--- config.mk ---
export PLATFORM = sky130hd
export DESIGN_NAME = wb_port_arbiter
export DESIGN_NICKNAME = d
export VERILOG_FILES = /design/src/rtl/wb_port_arbiter.sv
export SDC_FILE = /design/constraint.sdc
export NUM_CORES = 1
export LEC_CHECK = 0
export ABC_CLOCK_PERIOD_IN_PS = 6700
export BUFFER_PORTS_ARGS = -buffer_cell sky130_fd_sc_hd__buf_2
export CAP_MARGIN = 30
export CORE_MARGIN = 8
export CORE_UTILIZATION = 46
export CTS_BUF_LIST = sky130_fd_sc_hd__clkbuf_4
export CTS_CLUSTER_SIZE = 14
export DETAILED_ROUTE_END_ITERATION = 12
export PLACE_DENSITY = 0.82
export SLEW_MARGIN = 0
export SYNTH_ARGS = -nofsm -noshare
export SYNTH_HDL_FRONTEND = slang
export SYNTH_SLANG_ARGS = --single-unit
--- constraint.sdc ---
create_clock -name clk -period 6.7 [get_ports clk]
set_input_delay 0.67 -clock clk [delete_from_list [all_inputs] [get_ports clk]]
set_output_delay 0.67 -clock clk [all_outputs]
set_load 0.1 [all_outputs]
--- src/rtl/wb_port_arbiter.sv ---
// Register-file write-port arbiter: merges scalar MEM/WB writebacks with
// multi-lane matrix results, serialising each matrix result one lane per cycle.
module wb_port_arbiter #(
  parameter int unsigned MAT_LANES    = 4,
  parameter int unsigned STARVE_LIMIT = 8
) (
  input  logic                      clk,
  input  logic                      rst,
  input  logic                      s_valid,
  input  logic [4:0]                s_rd,
  input  logic [31:0]               s_data,
  input  logic                      m_valid,
  input  logic [4:0]                m_rd,
  input  logic [32*MAT_LANES-1:0]   m_data,
  output logic                      m_ready,
  output logic                      stall_o,
  output logic                      rf_we,
  output logic [4:0]                rf_waddr,
  output logic [31:0]               rf_wdata,
  output logic                      busy
);

  localparam int unsigned BW = (MAT_LANES > 1) ? $clog2(MAT_LANES) : 1;
  localparam int unsigned SW = $clog2(STARVE_LIMIT + 1);
  localparam logic [BW-1:0] LAST_BEAT  = BW'(MAT_LANES - 1);
  localparam logic [SW-1:0] STARVE_MAX = SW'(STARVE_LIMIT);

  typedef enum logic {
    IDLE,
    MAT
  } state_t;

  state_t          state_q, state_d;
  logic [BW-1:0]   beat_q, beat_d;
  logic [SW-1:0]   starve_q, starve_d;
  logic [4:0]      base_q;
  logic [31:0]     lane_buf [MAT_LANES];

  logic            mgrant;
  logic            load_buf;
  logic            wr_take;
  logic [4:0]      wr_addr;
  logic [31:0]     wr_data;

  // Grant and stall are forced low while reset is held, independent of clk.
  assign mgrant  = !rst && (state_q == IDLE) && m_valid &&
                   (!s_valid || (starve_q == STARVE_MAX));
  assign m_ready = mgrant;
  assign stall_o = !rst && ((state_q == MAT) || (mgrant && s_valid));
  assign busy    = (state_q == MAT);

  always_comb begin
    state_d  = state_q;
    beat_d   = beat_q;
    starve_d = starve_q;
    load_buf = 1'b0;
    wr_take  = 1'b0;
    wr_addr  = rf_waddr;
    wr_data  = rf_wdata;
    case (state_q)
      IDLE: begin
        if (mgrant) begin
          wr_take  = 1'b1;
          wr_addr  = m_rd;
          wr_data  = m_data[31:0];
          starve_d = '0;
          if (MAT_LANES > 1) begin
            load_buf = 1'b1;
            beat_d   = BW'(1);
            state_d  = MAT;
          end
        end else begin
          if (m_valid && s_valid && (starve_q != STARVE_MAX))
            starve_d = starve_q + 1'b1;
          if (s_valid) begin
            wr_take = 1'b1;
            wr_addr = s_rd;
            wr_data = s_data;
          end
        end
      end
      MAT: begin
        wr_take = 1'b1;
        wr_addr = base_q + 5'(beat_q);
        wr_data = lane_buf[beat_q];
        if (beat_q == LAST_BEAT) begin
          state_d = IDLE;
          beat_d  = '0;
        end else begin
          beat_d  = beat_q + 1'b1;
        end
      end
      default: state_d = IDLE;
    endcase
  end

  always_ff @(posedge clk or posedge rst) begin
    if (rst) begin
      state_q  <= IDLE;
      beat_q   <= '0;
      starve_q <= '0;
    end else begin
      state_q  <= state_d;
      beat_q   <= beat_d;
      starve_q <= starve_d;
    end
  end

  always_ff @(posedge clk or posedge rst) begin
    if (rst) begin
      base_q <= '0;
      for (int unsigned i = 0; i < MAT_LANES; i++) lane_buf[i] <= '0;
    end else if (load_buf) begin
      base_q <= m_rd;
      for (int unsigned i = 0; i < MAT_LANES; i++) lane_buf[i] <= m_data[32*i +: 32];
    end
  end

  // Writes to x0 still move address/data; only the enable is suppressed.
  always_ff @(posedge clk or posedge rst) begin
    if (rst) begin
      rf_we    <= 1'b0;
      rf_waddr <= '0;
      rf_wdata <= '0;
    end else begin
      rf_we <= wr_take && (wr_addr != 5'd0);
      if (wr_take) begin
        rf_waddr <= wr_addr;
        rf_wdata <= wr_data;
      end
    end
  end

endmodule

==> results of run 1 <==
[cell usage in the layout, fill, tap and decap left out, types with 2 or more instances in the layout]
cell        count
dfrtp_2         3
mux2_2          6
ha_1            5
nor2_1          4
dfrtp_1       175
buf_16          3
nand2_1       427
a21oi_1        38
a21o_1          2
a221o_1         5
inv_1           9
buf_2         214
clkinvlp_4      3
clkbuf_4       18
mux4_2         32
a22o_1         33
o21ai_0        38
nor3_1          3
clkinv_1        4
buf_4           5
clkinv_2        4
[state kept, by name, indices dropped and copies added (netlist names)]
| signal | cells |
|---|---|
| beat_q | 2 |
| rf_waddr | 5 |
| busy | 1 |
| starve_q | 4 |
| lane_buf | 128 |
| rf_we | 1 |
| base_q | 5 |
| rf_wdata | 32 |
[logic make-up after synthesis]
kind of cell / count (synthesis)
flops: 178
buf+inv: 68
xor+xnor: 2
simple gates: 445
mux: 38
fa+ha+maj: 6
compound gates: 121
[power groups by stage]
stage          Sequential [W]  Combinational [W]  Clock, W
6_report              0.00192            0.00242  0.000539
5_1_grt               0.00199            0.00261  0.000599
4_1_cts               0.00195            0.00239  0.000553
3_5_place_dp          0.00197            0.00239         0
3_3_place_gp          0.00193            0.00231         0
2_1_floorplan         0.00265            0.00115         0
[worst max path at each step]
stage / from / to / slack [ns] / cells after the start
CTS: busy$_DFF_PP0_ / stall_o / 2.19 / 6
global route: busy$_DFF_PP0_ / stall_o / 2.01 / 7
finish: busy$_DFF_PP0_ / stall_o / 2.29 / 7
global placement: busy$_DFF_PP0_ / rf_wdata[17]$_DFFE_PP0P_ / 2.87 / 7
floorplan: rst / rf_wdata[11]$_DFFE_PP0P_ / 1.14 / 6
detailed placement: busy$_DFF_PP0_ / rf_wdata[13]$_DFFE_PP0P_ / 2.84 / 7
[stage by stage]
step | hold WS [ns] | utilization | setup slack, ns | instances | instance area, µm²
finish | 0.2883 | 0.5597 | 2.292 | 1283 | 9681
global route | 0.2176 | 0.5597 | 2.014 | 1283 | 9681
CTS | 0.2333 | 0.5562 | 2.187 | 1279 | 9620
detailed placement | 0.4597 | 0.5428 | 2.843 | 1248 | 9389
global placement | 0.4522 | 0.5388 | 2.869 | 1245 | 9319
floorplan | 0.4403 | - | 1.138 | 858 | 8120
[final cells by class]
cell class | instances | area, µm² | share of cell area
clock buffer | 18 | 135.1 | 0.01396
timing repair buffer | 225 | 1236 | 0.1277
clock inverter | 13 | 96.34 | 0.009952
sequential | 178 | 4458 | 0.4605
inverter | 11 | 48.80 | 0.005041
tap | 225 | 281.5 | 0.02908
multi-input combinational | 612 | 3422 | 0.3535
antenna | 1 | 2.502 | 0.0002585
[routing by layer]
layer | routed length (µm) | global-route usage | vias to the layer above
met5 | 13 | 0 | -
met4 | 416 | 0.06966 | 2
met3 | 1287 | 0.05552 | 35
met2 | 10860 | 0.3189 | 211
met1 | 9361 | 0.2600 | 3275
li1 | - | - | 3200
[tightest hold or removal path, cell delays in order]
cell and delay, ns:
buf_2 0.07, nand2_1 0.04, nand2_1 0.04
[repair_timing]
action                    CTS  global route
resized for setup           0             0
hold buffers                0             1
hold endpoints to repair    0             1
==> impl_metrics.yaml, run 1 <==
synth:
  synth_area_um2: 8120
  yosysSeqAreaShare: 0.5485
  synthAdderAreaFrac: 0.01017
  synth_largest_area_cell: "dfrtp_1"
  avgSynthCellArea_um2: 9.464
  synth_commonest_cells: "nand2_1 (427), dfrtp_1 (178), clkbuf_1 (50)"
  synth_xor_area_frac: 0.002157
  ys_types: 37
  yosysTopAreaCellShare: 0.5485
  synth_flop_cell: "dfrtp_1"
  ys_warn_count: 0
  synth_fp_nets: 1038
  ys_seq_elements: 178
  netlist_instances: 858
  synth_area_leaders: "dfrtp_1 (55%), nand2_1 (20%), mux4_2 (8.9%), a22o_1 (3.6%), a21oi_1 (2.3%)"
  synth_edf_count: 0
  synth.most_common_cell: "nand2_1"
  synth_compound_area_frac: 0.09646
  async_flop_share: 1.000
  synth_top_family_by_area: "simple AND/OR/NAND/NOR gates"
  synth_simple_gate_area_frac: 0.2125
  yosys-mux-area-fraction: 0.09707
drt:
  drt_wl_total_um: 21940
  drtAntennaViolNets: 0
  wl_per_cell_um: 17.10
  drtIter0Drc: 427
  drt_first_pass_iters: 5
  dr_total_vias: 6723
  routed_via_density: 5.240
  drc: 0
worst_setup_path:
  cpMaxStageDelayCell: "inv_4"
  regToRegSetupSlack_ns: 2.81
  ff2ff_path_depth: 8
  cp.arrival_ns: 3.74
  cp_cell_sequence: "buf_12, nor3b_4, nand2_4, inv_4, a21oi_1, nor2_1, buf_2"
  critical_path.top_delay_family: "buffers and inverters"
  path_class: "reg -> out"
  cp-start-kind: "flip-flop"
  r2r-end: "rf_wdata[13]$_DFFE_PP0P_"
  reg2reg_from: "busy$_DFF_PP0_"
  cp_slowest_stage_delay_ns: 0.80
  end_kind: "output pin"
  path_max_fanout: 88
  cp.buffers_inverters: 3
  cp_data_required_time_ns: 6.03
placed_design:
  port_buffers: 214
  dpl.hpwl_um: 15430
  place.gp.congestion: 0.8485
hold_path:
  min_from: "m_data[94]"
  min_path_type: "in -> reg"
  min_to: "lane_buf[62]$_DFFE_PP0P_"
  whs_path_depth: 3
timing:
  tightestPinTransition_ns: 0.9352
  setup_viol: 0
  fmax_mhz: 226.8
  fin_tns_setup_ns: 0
  hold_viol: 0
  skew_ns: 0.01840
  period_minus_slack_ns: 4.408
  rsz0062_at_grt: "no"
  fin_crit_sh: 0.6580
  relSlewSlack: 0.3765
  slew_viol_final: 0
floorplanning:
  start_util: 0.4695
  fp.coreArea_um2: 17300
  ios: 215
  die_x_um: 148.9
  num_rows: 48
  die_y_um: 148.9
  dieArea_um2: 22160
power_and_ir_drop:
  internal-power_w: 0.002541
  pwr-share-comb: 0.495
  power_frac_clock: 0.111
  power.leakage_nw: 5.047
  ir_worst_vdd_uv: 350.6
  powerDensity_nw_per_um2: 503.8
  seq_power_share: 0.394
  switching_power_w: 0.002336
  p_sw_frac: 0.4790
  power_w: 0.004877
finish:
  synthToLayoutAreaGrowth_pct: 19.21
  nets: 1225
  drive_gt1_frac: 0.2838
  fillers: 1518
clock_network:
  cts_tree: "yes"
  clock_latency_ns: 0.56
  clock-root-buffer: "clkbuf_4"
  clkSinkCount: 178
  cts_buffer_depth: 2
  clkTransAtPathRegs_ns: 0.14
  cts_max_level: 4
  cts_setup_buffers: 0
  cts_buffers: 17
global_routing:
  antenna_found_initial: 2
  grt_pass1_vias: 7012
  grt_max_degree: 99
  grt.overflow.total: 0
  grt_pass1_wl_um: 35230
  grt_usage: 0.2006
outcome:
  status: "completed"
flow_run:
  max_cap_violations: 0
No activity file was read; power rests on OpenSTA's default activity.
==> inputs of run 2 (changes only) <==
Settings changed: ABC_CLOCK_PERIOD_IN_PS 6700 to 4400.
Clock period 6.7 ns to 4.4 ns, I/O delays scaled along.
==> run 2 against run 1 <==
Setup slack got worse by 0.89 ns. Register-to-register slack got worse by 1.3 ns. Via count increased by 0.19%. Clock power increased by 62%. Total power increased by 53%. Count of clock-buffer cells in the layout unchanged. Worst hold slack got worse by 0.22 ns. Combinational power increased by 55%. Non-clock buffer count increased by 10. Wire length decreased by 0.48%. Clock skew decreased by 0.0016 ns. Largest power group unchanged.
==> impl_metrics.yaml, run 2 (same netlist as run 1, synthesis figures left out) <==
global_routing:
  use_met1: 0.2640
  grt.overflow.total: 0
  grt_pass1_wl_um: 35300
  grt_usage: 0.2000
  grt_pass1_vias: 7065
  busiest_layer: "met2"
  met3_usage: 0.05158
  antenna_found_initial: 2
  grtUsageMet2: 0.3057
  grt_max_degree: 99
drt:
  wl_per_cell_um: 16.90
  drt_first_pass_iters: 5
  drtAntennaViolNets: 0
  drt_wl_total_um: 21840
  dr_total_vias: 6736
  routed_via_density: 5.214
  drtIter0Drc: 423
  drc: 0
timing:
  setup_viol: 0
  slew_viol_final: 0
  fin_tns_setup_ns: 0
  skew_ns: 0.01685
  rsz0062_at_grt: "no"
  tightestPinTransition_ns: 0.9909
  hold_viol: 0
  fin_crit_sh: 0.6819
  fmax_mhz: 333.3
  relSlewSlack: 0.3373
  period_minus_slack_ns: 3.000
finish:
  drive_gt1_frac: 0.2826
  fillers: 1527
  nets: 1235
  largest_register: "lane_buf"
  largest_reg_flops: 128
  finish.utilization: 0.5662
  layout_common_cells: "nand2_1 (427), buf_2 (213), dfrtp_1 (175), a21oi_1 (38), o21ai_0 (38)"
  final_common_cell: "nand2_1"
  reg_top3: "lane_buf: 128 flops, rf_wdata: 32 flops"
  synthToLayoutAreaGrowth_pct: 20.60
clock_network:
  clkTransAtPathRegs_ns: 0.15
  cts_buffer_depth: 2
  clkSinkCount: 178
  cts_buffers: 17
  cts_setup_buffers: 0
  clock_latency_ns: 0.56
  cts_max_level: 4
  cts_tree: "yes"
  clock-root-buffer: "clkbuf_4"
floorplanning:
  fp.coreArea_um2: 17300
  ios: 215
  start_util: 0.4695
  die_y_um: 148.9
  dieArea_um2: 22160
  die_x_um: 148.9
  num_rows: 48
worst_setup_path:
  cp_data_required_time_ns: 3.96
  cp-start-kind: "flip-flop"
  path_class: "reg -> out"
  end_kind: "output pin"
  cp.arrival_ns: 2.56
  path_max_fanout: 54
power_and_ir_drop:
  ir_worst_vdd_uv: 540.2
  power.leakage_nw: 5.092
  power_w: 0.007475
  powerDensity_nw_per_um2: 763.3
flow_run:
  max_cap_violations: 0
outcome:
  status: "completed"
hold_path:
  min_path_type: "in -> reg"
placed_design:
  port_buffers: 214
  place.gp.congestion: 0.8632
  dpl.hpwl_um: 15670
==> run 2: changes by cell type in the layout (fill, tap and decap cells not counted), sizes merged <==
cell,delta
dlygate4sd3,+8
clkinv,-3
buf,+2
bufinv,+1
diode,+1
==> run 2: critical path: stages (launching register included) <==
cell and delay [ns]:
dfrtp_1 0.42, inv_1 0.10, ha_1 0.16, nand3b_2 0.13
nand2_2 0.16, nand2_4 0.32, inv_4 0.21, a21oi_1 0.08
nor2_1 0.22, buf_12 0.21
==> run 2: cell type report <==
type | instances | area, µm² | area share
diodes | 2 | 5.005 | 0.0005111
clock buffers | 18 | 135.1 | 0.01380
clock inverters | 11 | 117.6 | 0.01201
inverters | 11 | 47.55 | 0.004855
multi-input cells | 612 | 3422 | 0.3494
flip-flops and latches | 178 | 4458 | 0.4552
well taps | 225 | 281.5 | 0.02875
repair buffers | 235 | 1326 | 0.1354
==> run 2: layer usage <==
metal,vias to the layer above,wire [µm]
met2,261,10420
li1,3221,-
met5,-,13
met4,2,728
met3,58,1314
met1,3194,9361
==> run 2: worst paths after layout <==
check | start | slack (ns) | cells after the start | end
setup / recovery | starve_q[0]$_DFFE_PP0P_ | 1.40 | 9 | stall_o
hold / removal | m_data[67] | 0.07 | 3 | lane_buf[35]$_DFFE_PP0P_
setup reg to reg | starve_q[0]$_DFFE_PP0P_ | 1.54 | 10 | rf_wdata[10]$_DFFE_PP0P_
hold reg to reg | lane_buf[40]$_DFFE_PP0P_ | 0.49 | 2 | lane_buf[40]$_DFFE_PP0P_
max in group asynchronous | rst | 2.83 | 5 | rf_wdata[10]$_DFFE_PP0P_
min in group asynchronous | rst | 0.48 | 3 | rf_wdata[29]$_DFFE_PP0P_
==> run 2: report_power, final <==
part	total, W	leakage, nW	switching [W]	internal [W]
clock network	0.000875	0.133	0.000544	0.000331
registers	0.00284	2.20	0.000435	0.00240
logic	0.00376	2.76	0.00257	0.00120
==> run 2: timing repair <==
action,CTS,global route
hold buffers,9,0
hold endpoints to repair,25,0
gates resized for setup,0,0
==> run 2: metrics by stage <==
stage | hold slack, ns | area, µm² | setup WS, ns | cells
detailed placement | 0.4591 | 9418 | 1.508 | 1251
CTS | 0.0004979 | 9761 | 1.317 | 1289
global placement | 0.4527 | 9363 | 1.559 | 1249
floorplan | 0.4403 | 8124 | 0.07549 | 858
finish | 0.06981 | 9793 | 1.400 | 1292
global route | 0.006584 | 9791 | 1.176 | 1291
==> inputs of run 3 (changes only) <==
Settings changed: ABC_CLOCK_PERIOD_IN_PS 4400 to 3000.
Clock period 4.4 ns to 3 ns, I/O delays scaled along.
==> run 3 against run 2 <==
Sequential power rose by 47%. Cell area rose by 16%. Utilization rose by 9.3 points. Setup slack got worse by 1.0 ns. Clock power rose by 91%. Cell count rose by 12%. First-iteration DRC count rose by 13%.
==> impl_metrics.yaml, run 3 (same netlist as run 1, synthesis figures left out) <==
floorplanning:
  die_x_um: 148.9
  start_util: 0.4695
  die_y_um: 148.9
  fp.coreArea_um2: 17300
  ios: 215
  num_rows: 48
  dieArea_um2: 22160
worst_setup_path:
  end_kind: "flip-flop"
  cpMaxStageDelayCell: "buf_4"
  path_max_fanout: 62
  cp.buffers_inverters: 4
  critical_path.top_delay_family: "buffers and inverters"
  cp_cell_sequence: "inv_1, ha_1, nand3b_2, nand2_2, nand2_4, inv_4, buf_4, buf_4, nand2_1, nand2_1"
  cp-start-kind: "flip-flop"
  path_class: "reg -> reg"
  cp_slowest_stage_delay_ns: 0.58
  cp_data_required_time_ns: 3.50
  cp.arrival_ns: 3.11
placed_design:
  port_buffers: 214
  place.gp.congestion: 0.8292
  place_ws_ns: 0.4788
  dpl.hpwl_um: 15190
clock_network:
  cts_max_level: 4
  cts_buffers: 17
  clock_latency_ns: 0.55
  cts_buffer_depth: 2
  clock-root-buffer: "clkbuf_4"
  clkTransAtPathRegs_ns: 0.14
  cts_tree: "yes"
  cts_setup_buffers: 0
  clkSinkCount: 178
timing:
  fin_crit_sh: 0.8697
  skew_ns: 0.01548
  tightestPinTransition_ns: 1.010
  period_minus_slack_ns: 2.609
  relSlewSlack: 0.3266
  hold_viol: 0
  fin_hold_ws_ns: 0.05444
  setup_viol: 0
  fin_tns_setup_ns: 0
  slew_viol_final: 0
  rsz0062_at_grt: "no"
  fmax_mhz: 383.3
  finalWorstSetupSlack_ns: 0.3908
outcome:
  status: "completed"
power_and_ir_drop:
  ir_worst_vdd_uv: 710.6
  internal-power_w: 0.006271
  seq_power_share: 0.357
  powerDensity_nw_per_um2: 1025
  pwr-share-comb: 0.500
  switching_power_w: 0.005412
  power.leakage_nw: 5.774
  p_sw_frac: 0.4632
  power_frac_clock: 0.143
drt:
  drtAntennaViolNets: 0
  routed_via_density: 5.277
  drt_wl_total_um: 26670
  wl_per_cell_um: 18.39
  drt_first_pass_iters: 5
  drtIter0Drc: 476
  dr_total_vias: 7651
  drc: 0
finish:
  nets: 1387
  fillers: 1267
  finish.utilization: 0.6591
  drive_gt1_frac: 0.2535
  final_common_cell: "nand2_1"
  synthToLayoutAreaGrowth_pct: 40.39
  largest_register: "lane_buf"
  largest_reg_flops: 128
  reg_top3: "lane_buf: 128 flops, rf_wdata: 32 flops"
  layout_common_cells: "nand2_1 (427), buf_2 (212), dfrtp_1 (175), dlygate4sd3_1 (158), a21oi_1 (38)"
flow_run:
  max_cap_violations: 0
global_routing:
  grt.overflow.total: 0
  antenna_found_initial: 5
  grt_pass1_wl_um: 42860
  grt_max_degree: 179
  grt_pass1_vias: 8193
  grt_usage: 0.2448
hold_path:
  min_path_type: "in -> reg"
==> run 3: cell count changes in the layout (fill, tap and decap cells not counted), sizes merged <==
cell / before / now
diode: 2 / 6
inv: 11 / 10
buf: 226 / 229
clkbuf: 18 / 20
bufinv: 2 / 6
dlygate4sd3: 9 / 158
clkinv: 6 / 4
clkinvlp: 3 / 2
==> run 3: worst min-delay path, delay by kind of cell <==
kind                   cells  cell delay (ns)
buffers and inverters      1             0.09
AO/OA/AOI/OAI              2             0.17
==> run 3: cell type report <==
class / instances / area (µm²) / area share
timing repair buffer: 387 / 2808 / 0.2463
clock inverter: 11 / 210.2 / 0.01844
sequential: 178 / 4458 / 0.3911
clock buffer: 20 / 150.1 / 0.01317
antenna: 6 / 15.01 / 0.001317
inverter: 11 / 47.55 / 0.004171
multi-input combinational: 612 / 3430 / 0.3008
tap: 225 / 281.5 / 0.02470
==> run 3: repair_timing <==
item                                   CTS  global route
hold buffers                           158             0
gates resized for setup                  0             0
endpoints found under the hold margin  161             0
==> run 3: path summary, 6_finish.rpt <==
path	to	startpoint	depth (start not counted)	slack, ns
worst min-delay path	rf_wdata[12]$_DFFE_PP0P_	s_data[12]	3	0.05
worst max register to register	lane_buf[8]$_DFFE_PP0P_	starve_q[0]$_DFFE_PP0P_	10	0.39
worst min register to register	lane_buf[53]$_DFFE_PP0P_	lane_buf[53]$_DFFE_PP0P_	2	0.49
worst max-delay path	lane_buf[8]$_DFFE_PP0P_	starve_q[0]$_DFFE_PP0P_	10	0.39
max in group asynchronous	beat_q[1]$_DFFE_PP0P_	rst	3	2.06
min in group asynchronous	lane_buf[116]$_DFFE_PP0P_	rst	3	0.08
==> run 3: power by group through the flow <==
| stage | clock network, W | registers, W | logic, W |
|---|---|---|---|
| 2_1_floorplan | 0 | 0.00592 | 0.00263 |
| 6_report | 0.00167 | 0.00417 | 0.00584 |
| 3_3_place_gp | 0 | 0.00413 | 0.00546 |
| 5_1_grt | 0.00182 | 0.00431 | 0.00625 |
| 3_5_place_dp | 0 | 0.00419 | 0.00559 |
| 4_1_cts | 0.00172 | 0.00413 | 0.00577 |
==> run 3: through the flow <==
stage,power (W),cell area [µm²],cells
6_report,0.01168,11400,1450
5_1_grt,0.01238,11400,1449
4_1_cts,0.01162,11380,1444
3_5_place_dp,0.009779,9443,1255
3_3_place_gp,0.009590,9443,1255
2_1_floorplan,0.008549,8184,858
==> run 3: routing by layer <==
layer	routed length, µm	GRT usage
met5	0	0
met3	2069	0.06250
met2	13750	0.4252
met1	9987	0.2807
met4	864	0.1085
